File: src/rtl/fetch_pkg.sv
// fetch_pkg: shared defaults and types for the instruction fetch stage.
//   XLEN           default address/data width
//   DEPTH          default fetch window (in flight + buffered)
//   NOP            canonical no-op encoding (addi x0,x0,0), handy for stimulus
//   fetch_entry_t  {pc, instr, fault} as presented to decode
package fetch_pkg;

  localparam int XLEN  = 32;
  localparam int DEPTH = 2;

  localparam logic [31:0] NOP = 32'h0000_0013;

  typedef struct packed {
    logic [XLEN-1:0] pc;
    logic [31:0]     instr;
    logic            fault;
  } fetch_entry_t;

endpackage

File: src/rtl/fetch_unit_sync_fifo.sv
// sync_fifo: single-clock FIFO with synchronous clear.
// Ports:
//   clk, reset      clock, synchronous active-high reset
//   clr             synchronous clear (drops all contents), same effect as reset
//   push/push_data  write side
//   pop/pop_data    read side; pop_data is the head entry (undefined when empty)
//   full/empty      status
//   count           number of stored entries
module sync_fifo #(
  parameter int WIDTH = 8,
  parameter int DEPTH = 2,
  localparam int CW   = $clog2(DEPTH + 1)
) (
  input  logic             clk,
  input  logic             reset,
  input  logic             clr,
  input  logic             push,
  input  logic [WIDTH-1:0] push_data,
  input  logic             pop,
  output logic [WIDTH-1:0] pop_data,
  output logic             full,
  output logic             empty,
  output logic [CW-1:0]    count
);

  localparam int AW = (DEPTH > 1) ? $clog2(DEPTH) : 1;

  logic [WIDTH-1:0] mem [DEPTH];
  logic [AW-1:0]    rd_ptr;
  logic [AW-1:0]    wr_ptr;
  logic             do_push;
  logic             do_pop;

  // Explicit wrap so DEPTH=1 works with a 1-bit pointer.
  function automatic logic [AW-1:0] inc_ptr(input logic [AW-1:0] p);
    return (p == AW'(DEPTH - 1)) ? '0 : p + 1'b1;
  endfunction

  assign full     = (count == CW'(DEPTH));
  assign empty    = (count == '0);
  assign do_pop   = pop & ~empty;
  assign do_push  = push & (~full | do_pop);
  assign pop_data = mem[rd_ptr];

  always_ff @(posedge clk) begin
    if (do_push) mem[wr_ptr] <= push_data;
  end

  always_ff @(posedge clk) begin
    if (reset || clr) begin
      rd_ptr <= '0;
      wr_ptr <= '0;
      count  <= '0;
    end else begin
      if (do_push) wr_ptr <= inc_ptr(wr_ptr);
      if (do_pop)  rd_ptr <= inc_ptr(rd_ptr);
      case ({do_push, do_pop})
        2'b10:   count <= count + 1'b1;
        2'b01:   count <= count - 1'b1;
        default: count <= count;
      endcase
    end
  end

  a_no_overflow:  assert property (@(posedge clk) disable iff (reset || clr) !(push && full && !pop));
  a_no_underflow: assert property (@(posedge clk) disable iff (reset || clr) !(pop && empty));

endmodule

File: src/rtl/fetch_unit.sv
// fetch_unit: instruction fetch stage sitting directly after the pc register.
// Issues in-order word reads to instruction memory, buffers the returned words
// with their pc, and hands them to decode. A flush discards everything buffered
// and marks every in-flight read to be dropped when it returns.
// Ports:
//   clk, reset                         clock, synchronous active-high reset
//   pc, pc_req, pc_ack                 pc register interface (pc_ack = pc consumed)
//   flush                              redirect: drop buffered and in-flight fetches
//   imem_req_valid/ready/addr          memory request channel (word aligned address)
//   imem_rsp_valid/data                in-order responses, no backpressure
//   instr_valid/ready, instr,
//   instr_pc, instr_fault              decode interface
// Build option FETCH_MISALIGN_TRAP_EN: a misaligned pc is not fetched; once the
// stage is idle it is delivered straight to decode as a faulting entry.
module fetch_unit import fetch_pkg::*; #(
  parameter int DEPTH = fetch_pkg::DEPTH,
  parameter int XLEN  = fetch_pkg::XLEN
) (
  input  logic            clk,
  input  logic            reset,
  input  logic [XLEN-1:0] pc,
  input  logic            pc_req,
  output logic            pc_ack,
  input  logic            flush,
  output logic            imem_req_valid,
  input  logic            imem_req_ready,
  output logic [XLEN-1:0] imem_req_addr,
  input  logic            imem_rsp_valid,
  input  logic [31:0]     imem_rsp_data,
  output logic            instr_valid,
  input  logic            instr_ready,
  output logic [31:0]     instr,
  output logic [XLEN-1:0] instr_pc,
  output logic            instr_fault
);

  localparam int CW = $clog2(DEPTH + 1);

  typedef struct packed {
    logic [XLEN-1:0] pc;
    logic [31:0]     instr;
    logic            fault;
  } entry_t;

  // outstanding counts every issued-but-unanswered read, including the ones
  // that will be thrown away; drop counts how many of those are stale.
  logic [CW-1:0]   outstanding;
  logic [CW-1:0]   drop;

  logic            credit;
  logic            req_ok;
  logic            fault_push;
  logic            fire;
  logic            rsp_take;
  logic            rsp_drop;

  logic [XLEN-1:0] pcq_head;
  logic            pcq_full;
  logic            pcq_empty;
  logic [CW-1:0]   pcq_count;

  entry_t          iq_in;
  entry_t          iq_head;
  logic            iq_push;
  logic            iq_pop;
  logic            iq_full;
  logic            iq_empty;
  logic [CW-1:0]   iq_count;

  assign credit = ({1'b0, outstanding} + {1'b0, iq_count}) < (CW + 1)'(DEPTH);

`ifdef FETCH_MISALIGN_TRAP_EN
  logic aligned;
  assign aligned    = (pc[1:0] == 2'b00);
  assign req_ok     = aligned;
  // Only once nothing is in flight, so the fault entry lands behind every
  // older instruction and cannot collide with a response push.
  assign fault_push = ~reset & pc_req & ~aligned & ~flush & (outstanding == '0) & ~iq_full;
`else
  assign req_ok     = 1'b1;
  assign fault_push = 1'b0;
`endif

  assign imem_req_valid = ~reset & pc_req & credit & ~flush & req_ok;
  assign imem_req_addr  = {pc[XLEN-1:2], 2'b00};
  assign fire           = imem_req_valid & imem_req_ready;
  assign pc_ack         = fire | fault_push;

  assign rsp_take = imem_rsp_valid & ~flush & (drop == '0);
  assign rsp_drop = imem_rsp_valid & ~flush & (drop != '0);

  sync_fifo #(.WIDTH(XLEN), .DEPTH(DEPTH)) pc_q (
    .clk       (clk),
    .reset     (reset),
    .clr       (flush),
    .push      (fire),
    .push_data (pc),
    .pop       (rsp_take),
    .pop_data  (pcq_head),
    .full      (pcq_full),
    .empty     (pcq_empty),
    .count     (pcq_count)
  );

  always_comb begin
    iq_in = '0;
    if (rsp_take) begin
      iq_in.pc    = pcq_head;
      iq_in.instr = imem_rsp_data;
      iq_in.fault = 1'b0;
    end else begin
      iq_in.pc    = pc;
      iq_in.instr = 32'h0;
      iq_in.fault = 1'b1;
    end
  end

  assign iq_push = rsp_take | fault_push;
  assign iq_pop  = instr_valid & instr_ready & ~flush;

  sync_fifo #(.WIDTH($bits(entry_t)), .DEPTH(DEPTH)) instr_q (
    .clk       (clk),
    .reset     (reset),
    .clr       (flush),
    .push      (iq_push),
    .push_data (iq_in),
    .pop       (iq_pop),
    .pop_data  (iq_head),
    .full      (iq_full),
    .empty     (iq_empty),
    .count     (iq_count)
  );

  // Storage is not reset, so hold the outputs at zero while the queue is empty.
  assign instr_valid = ~iq_empty;
  assign instr       = iq_empty ? 32'h0 : iq_head.instr;
  assign instr_pc    = iq_empty ? '0 : iq_head.pc;

`ifdef FETCH_MISALIGN_TRAP_EN
  assign instr_fault = ~iq_empty & iq_head.fault;
  logic unused_sig;
  assign unused_sig = ^{pcq_full, pcq_empty, pcq_count};
`else
  assign instr_fault = 1'b0;
  logic unused_sig;
  assign unused_sig = ^{pcq_full, pcq_empty, pcq_count, iq_full, iq_head.fault};
`endif

  // A response in the flush cycle still retires one outstanding read; all
  // remaining reads become stale.
  always_ff @(posedge clk) begin
    if (reset) begin
      outstanding <= '0;
      drop        <= '0;
    end else begin
      outstanding <= outstanding + CW'(fire) - CW'(imem_rsp_valid);
      if (flush)         drop <= outstanding - CW'(imem_rsp_valid);
      else if (rsp_drop) drop <= drop - 1'b1;
    end
  end

  a_rsp_expected: assert property (@(posedge clk) disable iff (reset) !(imem_rsp_valid && outstanding == '0));

endmodule
File: config.mk
export PLATFORM = sky130hd
export DESIGN_NAME = fetch_unit
export DESIGN_NICKNAME = d
export VERILOG_FILES = /design/src/rtl/fetch_pkg.sv /design/src/rtl/fetch_unit_sync_fifo.sv /design/src/rtl/fetch_unit.sv
export SDC_FILE = /design/constraint.sdc
export NUM_CORES = 1
export LEC_CHECK = 0
export BUFFER_PORTS_ARGS = -buffer_cell sky130_fd_sc_hd__buf_2
export CAP_MARGIN = 5
export CORE_MARGIN = 2
export CORE_UTILIZATION = 60
export CTS_CLUSTER_SIZE = 20
export DETAILED_ROUTE_END_ITERATION = 8
export GPL_ROUTABILITY_DRIVEN = 1
export PLACE_DENSITY = 0.85
export SLEW_MARGIN = 20
export SYNTH_ARGS = -nofsm -noshare
export SYNTH_HDL_FRONTEND = slang
export SYNTH_HIERARCHICAL = 1
export SYNTH_SLANG_ARGS = --single-unit
File: constraint.sdc
create_clock -name clk -period 7.4 [get_ports clk]
set_input_delay 1.48 -clock clk [delete_from_list [all_inputs] [get_ports clk]]
set_output_delay 1.48 -clock clk [all_outputs]
set_load 0.03 [all_outputs]
# Word-level counts from Yosys, hierarchy flattened
# Memory sizes are Yosys's and may differ from the RTL's. A register that Yosys moved wholly into a read port is not among the register bits.
# Cells that the tools add are included.
# word_totals
out_inout_bits,100
mem_bits_ro,0
memories,2
latchBits,0
reg_bits,12
word_cells,78
ram_bits,194
# memory_table
name,words,width,rd,rd_ports_with_merged_regs,write_ports,line,rtl
instr_q.mem,2,65,1,1,1,fetch_unit_sync_fifo.sv:28,logic [WIDTH-1:0] mem [DEPTH];
pc_q.mem,2,32,1,1,1,fetch_unit_sync_fifo.sv:28,
# op_classes
n_eq_ne,6
order_cmp,1
bitwise,21
n_mux,19
div,0
multipliers,0
n_reduce_logical,8
n_addsub,13
n_shift,0
# op_table
op,count
65-bit 2-to-1 mux,1
32-bit 2-to-1 mux,2
1-bit AND,13
1-bit 2-to-1 mux,12
"2-bit == test, second input constant",4
2-bit case mux with 2 select lines,2
2-bit nonzero test,4
2-bit logical NOT,3
1-bit NOT,6
"2-bit by 1-bit subtractor with 2-bit output, second input constant",3
"1-bit adder, second input constant",4
"2-bit by 1-bit adder with 2-bit output, second input constant",2
"2-bit by 1-bit == test with 1-bit output, second input constant",2
2-bit 2-to-1 mux,2
2-bit by 1-bit subtractor with 2-bit output,2
2-bit by 2-bit adder with 3-bit output,1
"3-bit by 2-bit less-than comparator with 1-bit output, second input constant",1
2-bit by 1-bit adder with 2-bit output,1
1-bit bitwise OR,2
1-bit logical OR,1

# Longest topological paths before layout
# Gate-level depths: netlist (run 1).
# logic_depth
depth_word,9
depth_mapped,9
ltp_nobuf,7

# By module
# The synthesis (run 1) kept the hierarchy.
# by_module_without_submodules
module,instances,cells_each,area_per_inst_um2
sync_fifo at instr_q,1,232,4964.8
sync_fifo at pc_q,1,130,2577.5
fetch_unit,1,275,1661.6

# Least setup slack after synthesis (run 1)
# Ideal clock, no wire load.
# synth_timing
kind,input -> register
startpoint,input port flush
endpoint,memory instr_q/mem[0][0] (netlist name) (enable)
t_arrival_ps,4831
path_buffers,2
setup_ps,488
slack_ps,2081
required_ps,6912
stages,6
path_cell_list,nand3b_4 > inv_2 > buf_6 > buf_6 > o21ai_2 > nor2_1
# synth_lines
element,line,rtl
start: declaration,fetch_unit.sv:24,"input logic flush,"
1-bit NOT,fetch_unit.sv:89,assign rsp_take = imem_rsp_valid & ~flush & (drop == '0);
1-bit AND (2 in a row),fetch_unit.sv:89,
via iq_push,fetch_unit.sv:64,logic iq_push;
1-bit AND,fetch_unit_sync_fifo.sv:42,assign do_push = push & (~full | do_pop);
1-bit 2-to-1 mux,fetch_unit_sync_fifo.sv:46,if (do_push) mem[wr_ptr] <= push_data;
1-bit 2-to-1 mux (implied by the code),fetch_unit_sync_fifo.sv:46,
end: declaration,fetch_unit_sync_fifo.sv:28,
# The timed path passes the listed nets, and every way through them passes these cells.

# Worst setup path in the final report (run 1)
# layout_timing
startpoint,input port reset
endpoint,output port pc_ack
# layout_between
elab_chain_len,5
# layout_lines
element,line,rtl
start: declaration,fetch_unit.sv:20,"input logic reset,"
1-bit NOT,fetch_unit.sv:84,assign imem_req_valid = ~reset & pc_req & credit & ~flush & req_ok;
1-bit AND (3 in a row),fetch_unit.sv:84,
1-bit AND,fetch_unit.sv:86,assign fire = imem_req_valid & imem_req_ready;
end: declaration,fetch_unit.sv:23,"output logic pc_ack,"
# Every way passes these cells.

==> run metrics, run 1 <==
number of standard-cell rows in the floorplan=45; fmax=240.4 MHz; via density per instance=5.406; portion of total power attributed to the clock network=37.1%; time the worst path needs with I/O delays and setup=4.159 ns; CP Launch Type=input pin; kind of end point of the critical path=output pin; number of resized instances in the post-cts repair step=0; num ports=171; width of the die=127.3 um; aggregate global routing overflow=0; slowest library cell on the worst path=sky130_fd_sc_hd__and2_1; worst ir drop on vdd=0.0001648 V; vias in the first global route=5233; Setup Crit Path Kind=input pin to output pin; total count of max-transition violations in the final report=0; Port Buffer Count=167; setup violators final=0; wire length per cell after detailed routing=17.43 um; origin of the critical flop-to-flop path=instr_q/count[0]; Final nets=841; power density over the cells=236.1 nW/um^2; critical-path cell list=buf_2 > nand2b_1 > nor4_1 > and2_1 > buf_2; global placement routability congestion=0.7245; count of warnings emitted by yosys=6; Hold Buf Count CTS=0; HPWL after detailed placement=10.20 mm; final period utilization=56.21%; TritonRoute pass-1 iters=4; Clock transition at path regs=0.06 ns; Sequential Area=6051 sq um; number of routed nets with antenna violations=0; internal power consumption=1.912 mW; status=completed; fraction of layout cells with a size suffix above 1=40.93%; area taken by multi-input logic gates=2618 sq um; synthesized area per cell=14.46 sq um; standard cell core area=15030 sq um; relative slew slack=34.82%; cell seen most often among critical-path stages=sky130_fd_sc_hd__buf_2; fraction of power spent switching nets=21.97%; Total Wirelength=16.82 mm; Final Util=69.01%; data required time at the worst endpoint=5.92 ns; launching instance or port of the critical path=reset; Initial DRC Count=299; number of buffers created by CTS=21; vertical die dimension=127.3 um; reported max-cap violation count=0; combinational power share=8.8%; hold violation count in the final report=0; CP arrival=2.68 ns; Post-CTS Setup Repair Bufs=0; initial standard-cell utilization of the core=60.67%; startpoint of the tightest hold check path=pc_q/count[0]; clk_lat worst skew=0.48 ns; finished layout cell area=10380 sq um; root cell of the clock tree=sky130_fd_sc_hd__clkbuf_16; switching power total=0.5382 mW; antenna violations before repair=0; Global Route Usage Sum=20.23%; crit-path max cell delay=0.32 ns; setup TNS=0 ns; Setup Skew=0.01289 ns; RSZ-0062 raised after global routing=false; type of the tightest min-delay check=flip-flop to flip-flop; relative area change from synthesis to final layout=13.75%; summed instance area of the synthesized netlist=9121 sq um; actual slew at the worst max-slew pin=0.9753 ns; maximum net fanout on the critical path=17; clock sink total=206; placed standard-cell area=9799 sq um; wire length of the first global-routing pass=25.81 mm; CTS tree=built; number of DRC violations after detailed routing=0; Flop pwr share=54.1%; filler instances=1046; worst-case clock buffer depth=3; n_diodes=0; pin count of the biggest net entering global routing=66; post-synthesis cell count=631; Static Leakage=4.036 nW; number of levels in the clock H-tree=1; Die ar.=16200 sq um; total number of vias=5217
## worst max-delay path, delay by kind of cell
kind	cells	cell delay (ns)
simple gates	3	0.74
buf+inv	2	0.45
## power by group through the flow
stage / clock [mW] / combinational (mW) / sequential, mW
2_1_floorplan: 0 / 0.158 / 1.35
3_3_place_gp: 0 / 0.206 / 1.35
3_5_place_dp: 0 / 0.215 / 1.35
4_1_cts: 0.927 / 0.217 / 1.33
5_1_grt: 0.974 / 0.234 / 1.33
6_report: 0.910 / 0.215 / 1.33
## metal layers
metal	GRT usage [%]	part of all wire, %	up-vias
met5	0	0	-
met2	36.11	50	190
met4	4.590	1.1	0
met1	26.23	42	2559
met3	3.308	7.0	17
li1	-	-	2451
## metrics by stage
stage	setup slack [ns]	hold slack, ns	total power, mW	cells
floorplan	2.124	0.5145	1.507	633
global placement	3.327	0.5395	1.553	931
detailed placement	3.237	0.5560	1.565	931
CTS	3.239	0.5973	2.469	965
global route	3.065	0.6301	2.535	965
finish	3.241	0.5961	2.450	965
## path summary, 6_finish.rpt
kind	end	slack [ns]	cells past startpoint
worst max-delay path	pc_ack	3.24	5
worst min-delay path	pc_q/count[0]	0.60	1
worst max register to register	pc_q/mem[0][5]	4.28	6
worst min register to register	pc_q/count[0]	0.60	1
## layout by cell type, fill, tap and decap left out, types with 5 or more instances in the layout
master / n
sky130_fd_sc_hd__edfxtp_1: 192
sky130_fd_sc_hd__buf_2: 167
sky130_fd_sc_hd__nand2_1: 98
sky130_fd_sc_hd__mux2_2: 94
sky130_fd_sc_hd__nor2b_1: 66
sky130_fd_sc_hd__clkbuf_16: 21
sky130_fd_sc_hd__and2_1: 18
sky130_fd_sc_hd__and2_4: 16
sky130_fd_sc_hd__dfxtp_1: 12
sky130_fd_sc_hd__clkbuf_1: 8
sky130_fd_sc_hd__nor3_1: 8
sky130_fd_sc_hd__inv_1: 7
sky130_fd_sc_hd__a21oi_1: 5
sky130_fd_sc_hd__xor2_1: 5
sky130_fd_sc_hd__nor2_4: 5
## state kept, by name, summed over array words and instances, names as in the netlist, named ones only
signal,count
drop,2
instr_q/count,2
instr_q/mem,128
instr_q/rd_ptr,1
instr_q/wr_ptr,1
outstanding,2
pc_q/count,2
pc_q/mem,64
pc_q/rd_ptr,1
pc_q/wr_ptr,1
## layout make-up
cell class | instances | area share (%)
timing repair buffer | 171 | 8.345
multi-input combinational | 358 | 25.23
sequential | 206 | 58.32
inverter | 8 | 0.2894
tap | 188 | 2.267
clock buffer | 29 | 5.355
clock inverter | 5 | 0.1930
Power figures use the tool's default switching activity.
==> run 2: changes to the inputs <==
--- a/config.mk
+++ b/config.mk
@@ -8,11 +8,11 @@
 export BUFFER_PORTS_ARGS = -buffer_cell sky130_fd_sc_hd__buf_2
 export CAP_MARGIN = 5
 export CORE_MARGIN = 2
-export CORE_UTILIZATION = 60
+export CORE_UTILIZATION = 56
 export CTS_CLUSTER_SIZE = 20
 export DETAILED_ROUTE_END_ITERATION = 8
 export GPL_ROUTABILITY_DRIVEN = 1
-export PLACE_DENSITY = 0.85
+export PLACE_DENSITY = 0.8
 export SLEW_MARGIN = 20
 export SYNTH_ARGS = -nofsm -noshare
 export SYNTH_HDL_FRONTEND = slang
==> constraint.sdc (replaced) <==
create_clock -name clk -period 3.9 [get_ports clk]
set_input_delay 0.78 -clock clk [delete_from_list [all_inputs] [get_ports clk]]
set_output_delay 0.78 -clock clk [all_outputs]
set_load 0.03 [all_outputs]
==> run 2 against run 1 <==
Effect of this change: routed wire length rose by 0.92%; sequential cell count unchanged; critical endpoint unchanged; clock power is 150% higher; clock skew rose by 0.0059 ns; final cell count is 3.8% higher.
==> run metrics, run 2 (same netlist as run 1, synthesis figures left out) <==
total power consumption of the routed design=5.193 mW (+110%); Die ar.=17330 sq um (+6.9%); actual slew at the worst max-slew pin=0.9257 ns (-0.04963 ns); standard cell core area=15890 sq um (+5.7%); via density per instance=5.161 (-4.5%); sum of met2 wire segment lengths after detailed routing=8.813 mm (+4.5%); global placement routability congestion=0.7763 (+7.1%); width of the die=131.6 um (+3.4%); Sequential Area=6051 sq um (unchanged); Setup Crit Path Kind=flip-flop to output pin; total met3 wirelength after detailed routing=958 um (-18%); pin count of the biggest net entering global routing=65 (-1.5%); switching power total=1.081 mW (+100%); number of resized instances in the post-cts repair step=0 (unchanged); clk_lat worst skew=0.50 ns (+0.02 ns); Static Leakage=4.177 nW (+3.5%); num ports=171 (unchanged); registers with the most flip-flops=instr_q/mem: 128 flops, pc_q/mem: 64 flops; Total Wirelength=16.97 mm (+0.92%); kind of end point of the critical path=output pin; time the worst path needs with I/O delays and setup=3.231 ns; number of levels in the clock H-tree=1 (unchanged); vertical die dimension=131.6 um (+3.4%); Final Instance Count excl. Fillers=1002 (+3.8%); fmax=309.5 MHz; hold violation count in the final report=0 (unchanged); Global Route Usage Sum=19.47% (-0.76 points); reported max-cap violation count=0 (unchanged); vias in the first global route=5271 (+0.73%); placed cell count=962 (+3.3%); HPWL after detailed placement=10.34 mm (+1.4%); Clock transition at path regs=0.06 ns (about the same); most common cell after layout, fill and taps aside=sky130_fd_sc_hd__edfxtp_1; wire length of the first global-routing pass=27.04 mm (+4.8%); wire length per cell after detailed routing=16.94 um (-2.8%); Top Metal Used=met4; initial standard-cell utilization of the core=57.42% (-3.3 points); type of the tightest min-delay check=input pin to flip-flop; number of DRC violations after detailed routing=0 (unchanged); RSZ-0062 raised after global routing=false; aggregate global routing overflow=0 (unchanged); Post-CTS Setup Repair Bufs=0 (unchanged); number of buffers created by CTS=22 (+4.8%); relative slew slack=38.29% (+3.5 points); final period utilization=82.84%; total count of max-transition violations in the final report=0 (unchanged); TritonRoute pass-1 iters=5 (+1); power density over the cells=485.0 nW/um^2 (+110%); root cell of the clock tree=sky130_fd_sc_hd__clkbuf_16; largest register by flop count=instr_q/mem; fraction of layout cells with a size suffix above 1=42.37% (+1.4 points); clock sink total=206 (unchanged); fraction of power spent switching nets=20.81% (-1.2 points); n_diodes=0 (unchanged); data required time at the worst endpoint=3.12 ns (-2.80 ns); total number of vias=5171 (-0.88%); area taken by multi-input logic gates=2624 sq um (+0.24%); worst ir drop on vdd=0.0003781 V (+130%); Setup Skew=0.01876 ns (+0.005876 ns); CP arrival=2.45 ns (-0.23 ns); number of flip-flops in the largest register=128 (unchanged); filler instances=1132 (+8.2%); Hold Buf Count CTS=0 (unchanged); combinational power share=7.9% (-0.9 points); Port Buffer Count=167 (unchanged); CP Launch Type=flip-flop; maximum net fanout on the critical path=8 (-9); antenna violations before repair=0 (unchanged); setup violators final=0 (unchanged); CTS tree=built; commonest non-fill, non-tap cells in the layout=sky130_fd_sc_hd__edfxtp_1, sky130_fd_sc_hd__buf_2, sky130_fd_sc_hd__nand2_1; worst-case clock buffer depth=3 (unchanged); number of routed nets with antenna violations=0 (unchanged); Initial DRC Count=315 (+5.4%); Flop pwr share=48.4% (-5.7 points); status=completed; internal power consumption=4.112 mW (+120%); portion of total power attributed to the clock network=43.7% (+6.6 points); relative area change from synthesis to final layout=17.38%; Final nets=845 (+0.48%); number of standard-cell rows in the floorplan=46 (+2.2%); reg2reg setup slack=0.95 ns (-3.33 ns); routed length on met1=6.953 mm (-0.90%)
==> run 2: layout make-up <==
cell class	instances	share of cell area [%]
Sequential cell	206	56.52
Tap cell	216	2.524
Clock inverter	15	2.080
Multi-Input combinational cell	358	24.51
Inverter	8	0.2805
Timing Repair Buffer	174	8.648
Clock buffer	25	5.446
==> run 2: power by group through the flow <==
stage               sequential (mW)  clock, mW  combinational, mW
floorplan                      2.56          0              0.302
global placement               2.56          0              0.398
detailed placement             2.56          0              0.413
CTS                            2.51       2.32              0.416
global route                   2.52       2.41              0.448
finish                         2.51       2.27              0.410
==> run 2: worst max-delay path, stage by stage, from the launching register on <==
cell and delay [ns]:
sky130_fd_sc_hd__dfxtp_1 0.48, sky130_fd_sc_hd__and2_1 0.19, sky130_fd_sc_hd__fa_1 0.43, sky130_fd_sc_hd__nor4_2 0.28, sky130_fd_sc_hd__and2_1 0.32, sky130_fd_sc_hd__buf_2 0.25
==> run 2: metal layers <==
layer | vias up | track usage [%]
met3 | 19 | 3.356
met1 | 2541 | 24.80
li1 | 2461 | -
met5 | - | 0
met4 | 0 | 5.012
met2 | 150 | 34.61
==> run 2: path summary, 6_finish.rpt <==
check                        start         endpoint  cells after the start
setup / recovery  instr_q/count[0]           pc_ack                      5
hold / removal               pc[0]   pc_q/mem[1][0]                      1
setup reg to reg  instr_q/count[0]  pc_q/mem[0][18]                      7
hold reg to reg      pc_q/count[0]    pc_q/count[0]                      1
==> run 2: through the flow <==
stage                     util [%]  setup slack [ns]  hold slack, ns  cell area [sq um]  setup TNS (ns)
after detailed placement     62.33            0.7705          0.5535               9901               0
after global routing         67.40            0.5217          0.4771              10710               0
final                        67.40            0.6692          0.4971              10710               0
after floorplan                  -           -0.6761          0.5145               9140          -86.54
after global placement       62.33            0.8560          0.5360               9901               0
after CTS                    67.40            0.6362          0.4785              10710               0
==> run 3: changes to the inputs <==
==> constraint.sdc (replaced) <==
create_clock -name clk -period 3.2 [get_ports clk]
set_input_delay 0.64 -clock clk [delete_from_list [all_inputs] [get_ports clk]]
set_output_delay 0.64 -clock clk [all_outputs]
set_load 0.03 [all_outputs]
==> run 3 against run 2 <==
Effect of this change: critical path depth unchanged; clock power shrank 4%; worst setup slack got worse by 0.52 ns; count of clock-buffer cells in the layout rose by 4; largest cell class unchanged; final area fell by 1.5%; sequential share of layout area rose by 0.84 points; die area did not move; total power up 11%; first-iteration DRC count decreased by 13%.
==> run metrics, run 3 (same netlist as run 1, synthesis figures left out) <==
Top Metal Used=met4; worst-case clock buffer depth=3 (unchanged); reported max-cap violation count=0 (unchanged); final period utilization=95.22%; slowest library cell on the worst path=sky130_fd_sc_hd__dfxtp_1; CP Launch Type=flip-flop; reg2reg setup slack=0.64 ns (-0.31 ns); via density per instance=5.199 (+0.74%); fmax=328.2 MHz; Final nets=847 (+0.24%); power density over the cells=546.0 nW/um^2 (+13%); CP arrival=2.41 ns (-0.04 ns); Initial DRC Count=274 (-13%); number of DRC violations after detailed routing=0 (unchanged); fraction of layout cells with a size suffix above 1=42.17% (-0.20 points); total met3 wirelength after detailed routing=881 um (-8.0%); relative area change from synthesis to final layout=15.67%; Die ar.=17330 sq um (unchanged); finished layout cell area=10550 sq um (-1.5%); setup TNS=0 ns (unchanged); number of flip-flops in the largest register=128 (unchanged); initial standard-cell utilization of the core=57.42% (unchanged); pre-CTS setup slack=0.5688 ns (-0.2017 ns); CTS tree=built; RSZ-0062 raised after global routing=false; critical-path cell list=and2_1 > fa_1 > nor4_4 > and2_2 > buf_2; Setup Skew=0.01245 ns (-0.006315 ns); CP bufs+invs=1 (unchanged); width of the die=131.6 um (unchanged); worst ir drop on vdd=0.0004230 V (+12%); aggregate global routing overflow=0 (unchanged); Final Util=66.41% (-0.98 points); HPWL after detailed placement=10.98 mm (+6.2%); gate family responsible for the most delay along the worst path=simple AND/OR/NAND/NOR gates; antenna violations before repair=0 (unchanged); data required time at the worst endpoint=2.56 ns (-0.56 ns); placed standard-cell area=9940 sq um (+0.39%); type of the tightest min-delay check=input pin to flip-flop; actual slew at the worst max-slew pin=0.8086 ns (-0.1171 ns); standard cell core area=15890 sq um (unchanged); time the worst path needs with I/O delays and setup=3.047 ns; commonest non-fill, non-tap cells in the layout=sky130_fd_sc_hd__edfxtp_1, sky130_fd_sc_hd__buf_2, sky130_fd_sc_hd__nand2_1; clk_lat worst skew=0.49 ns (about the same); root cell of the clock tree=sky130_fd_sc_hd__clkbuf_16; relative slew slack=46.09% (+7.8 points); Port Buffer Count=167 (unchanged); wire length of the first global-routing pass=26.74 mm (-1.1%); TritonRoute pass-1 iters=5 (unchanged); total count of max-transition violations in the final report=0 (unchanged); number of levels in the clock H-tree=1 (unchanged); total number of vias=5204 (+0.64%); setup ws final=0.1530 ns (-0.5162 ns); number of standard-cell rows in the floorplan=46 (unchanged); wire length per cell after detailed routing=16.94 um (about the same); Global Route Usage Sum=19.22% (-0.25 points); Setup Crit Path Kind=flip-flop to output pin; status=completed; registers with the most flip-flops=instr_q/mem: 128 flops, pc_q/mem: 64 flops; Clock transition at path regs=0.06 ns (about the same); n_diodes=0 (unchanged); sum of met2 wire segment lengths after detailed routing=8.495 mm (-3.6%); number of routed nets with antenna violations=0 (unchanged); clock sink total=206 (unchanged); most common cell after layout, fill and taps aside=sky130_fd_sc_hd__edfxtp_1; hold violation count in the final report=0 (unchanged); setup violators final=0 (unchanged); maximum net fanout on the critical path=8 (unchanged); vias in the first global route=5364 (+1.8%); vertical die dimension=131.6 um (unchanged); number of buffers created by CTS=20 (-9.1%); crit-path max cell delay=0.48 ns (about the same); global placement routability congestion=0.7666 (-1.2%); Static Leakage=4.103 nW (-1.8%); routed length on met1=7.250 mm (+4.3%); num ports=171 (unchanged); largest register by flop count=instr_q/mem; pin count of the biggest net entering global routing=51 (-22%); Total Wirelength=16.96 mm (about the same); kind of end point of the critical path=output pin
-- run 3: through the flow --
stage               total power [mW]  cells  hold slack (ns)
floorplan                      3.487    633           0.5145
global route                   5.945   1001           0.3449
detailed placement             3.634    966           0.5503
finish                         5.760   1001           0.3559
CTS                            5.815   1001           0.3379
global placement               3.606    966           0.5287
-- run 3: final timing paths --
check                           depth (start not counted)                 end        startpoint
worst max-delay path                                    5              pc_ack  instr_q/count[0]
worst min-delay path                                    1      pc_q/mem[1][1]             pc[1]
worst max register to register                          5  instr_q/mem[1][22]  instr_q/count[1]
worst min register to register                          1       pc_q/count[0]     pc_q/count[0]
-- run 3: worst register-to-register path, delay by kind of cell, from the launching register on --
kind | cells | cell delay [ns]
AND/OR/NAND/NOR | 3 | 0.98
buffers and inverters | 1 | 0.41
flip-flops | 1 | 0.55
AO/OA/AOI/OAI | 1 | 0.24
-- run 3: routing by layer --
metal / vias to the layer above / global-route usage, %
li1: 2472 / -
met1: 2528 / 24.41
met2: 179 / 34.53
met3: 25 / 2.816
met4: 0 / 5.133
met5: - / 0
-- run 3: power by group --
part	internal (mW)	total, mW	switching, mW
registers	3.04	3.06	0.0212
clock network	1.26	2.19	0.921
logic	0.188	0.512	0.324
total	4.49	5.76	1.27
-- run 3: area by class of cell --
class                   count  area (sq um)
flip-flops and latches    206          6051
fillers                  1155          5335
multi-input cells         358          2634
repair buffers            178         955.9
clock buffers              29         544.3
well taps                 216         270.3
clock inverters             6         65.06
inverters                   8         30.03
-- run 3: timing repair --
| action | 4_1_cts | 5_1_grt |
|---|---|---|
| gates resized for setup | 0 | 1 |
| hold buffers | 0 | 0 |
| setup endpoints to repair | 0 | 1 |
| setup buffers | 0 | 0 |
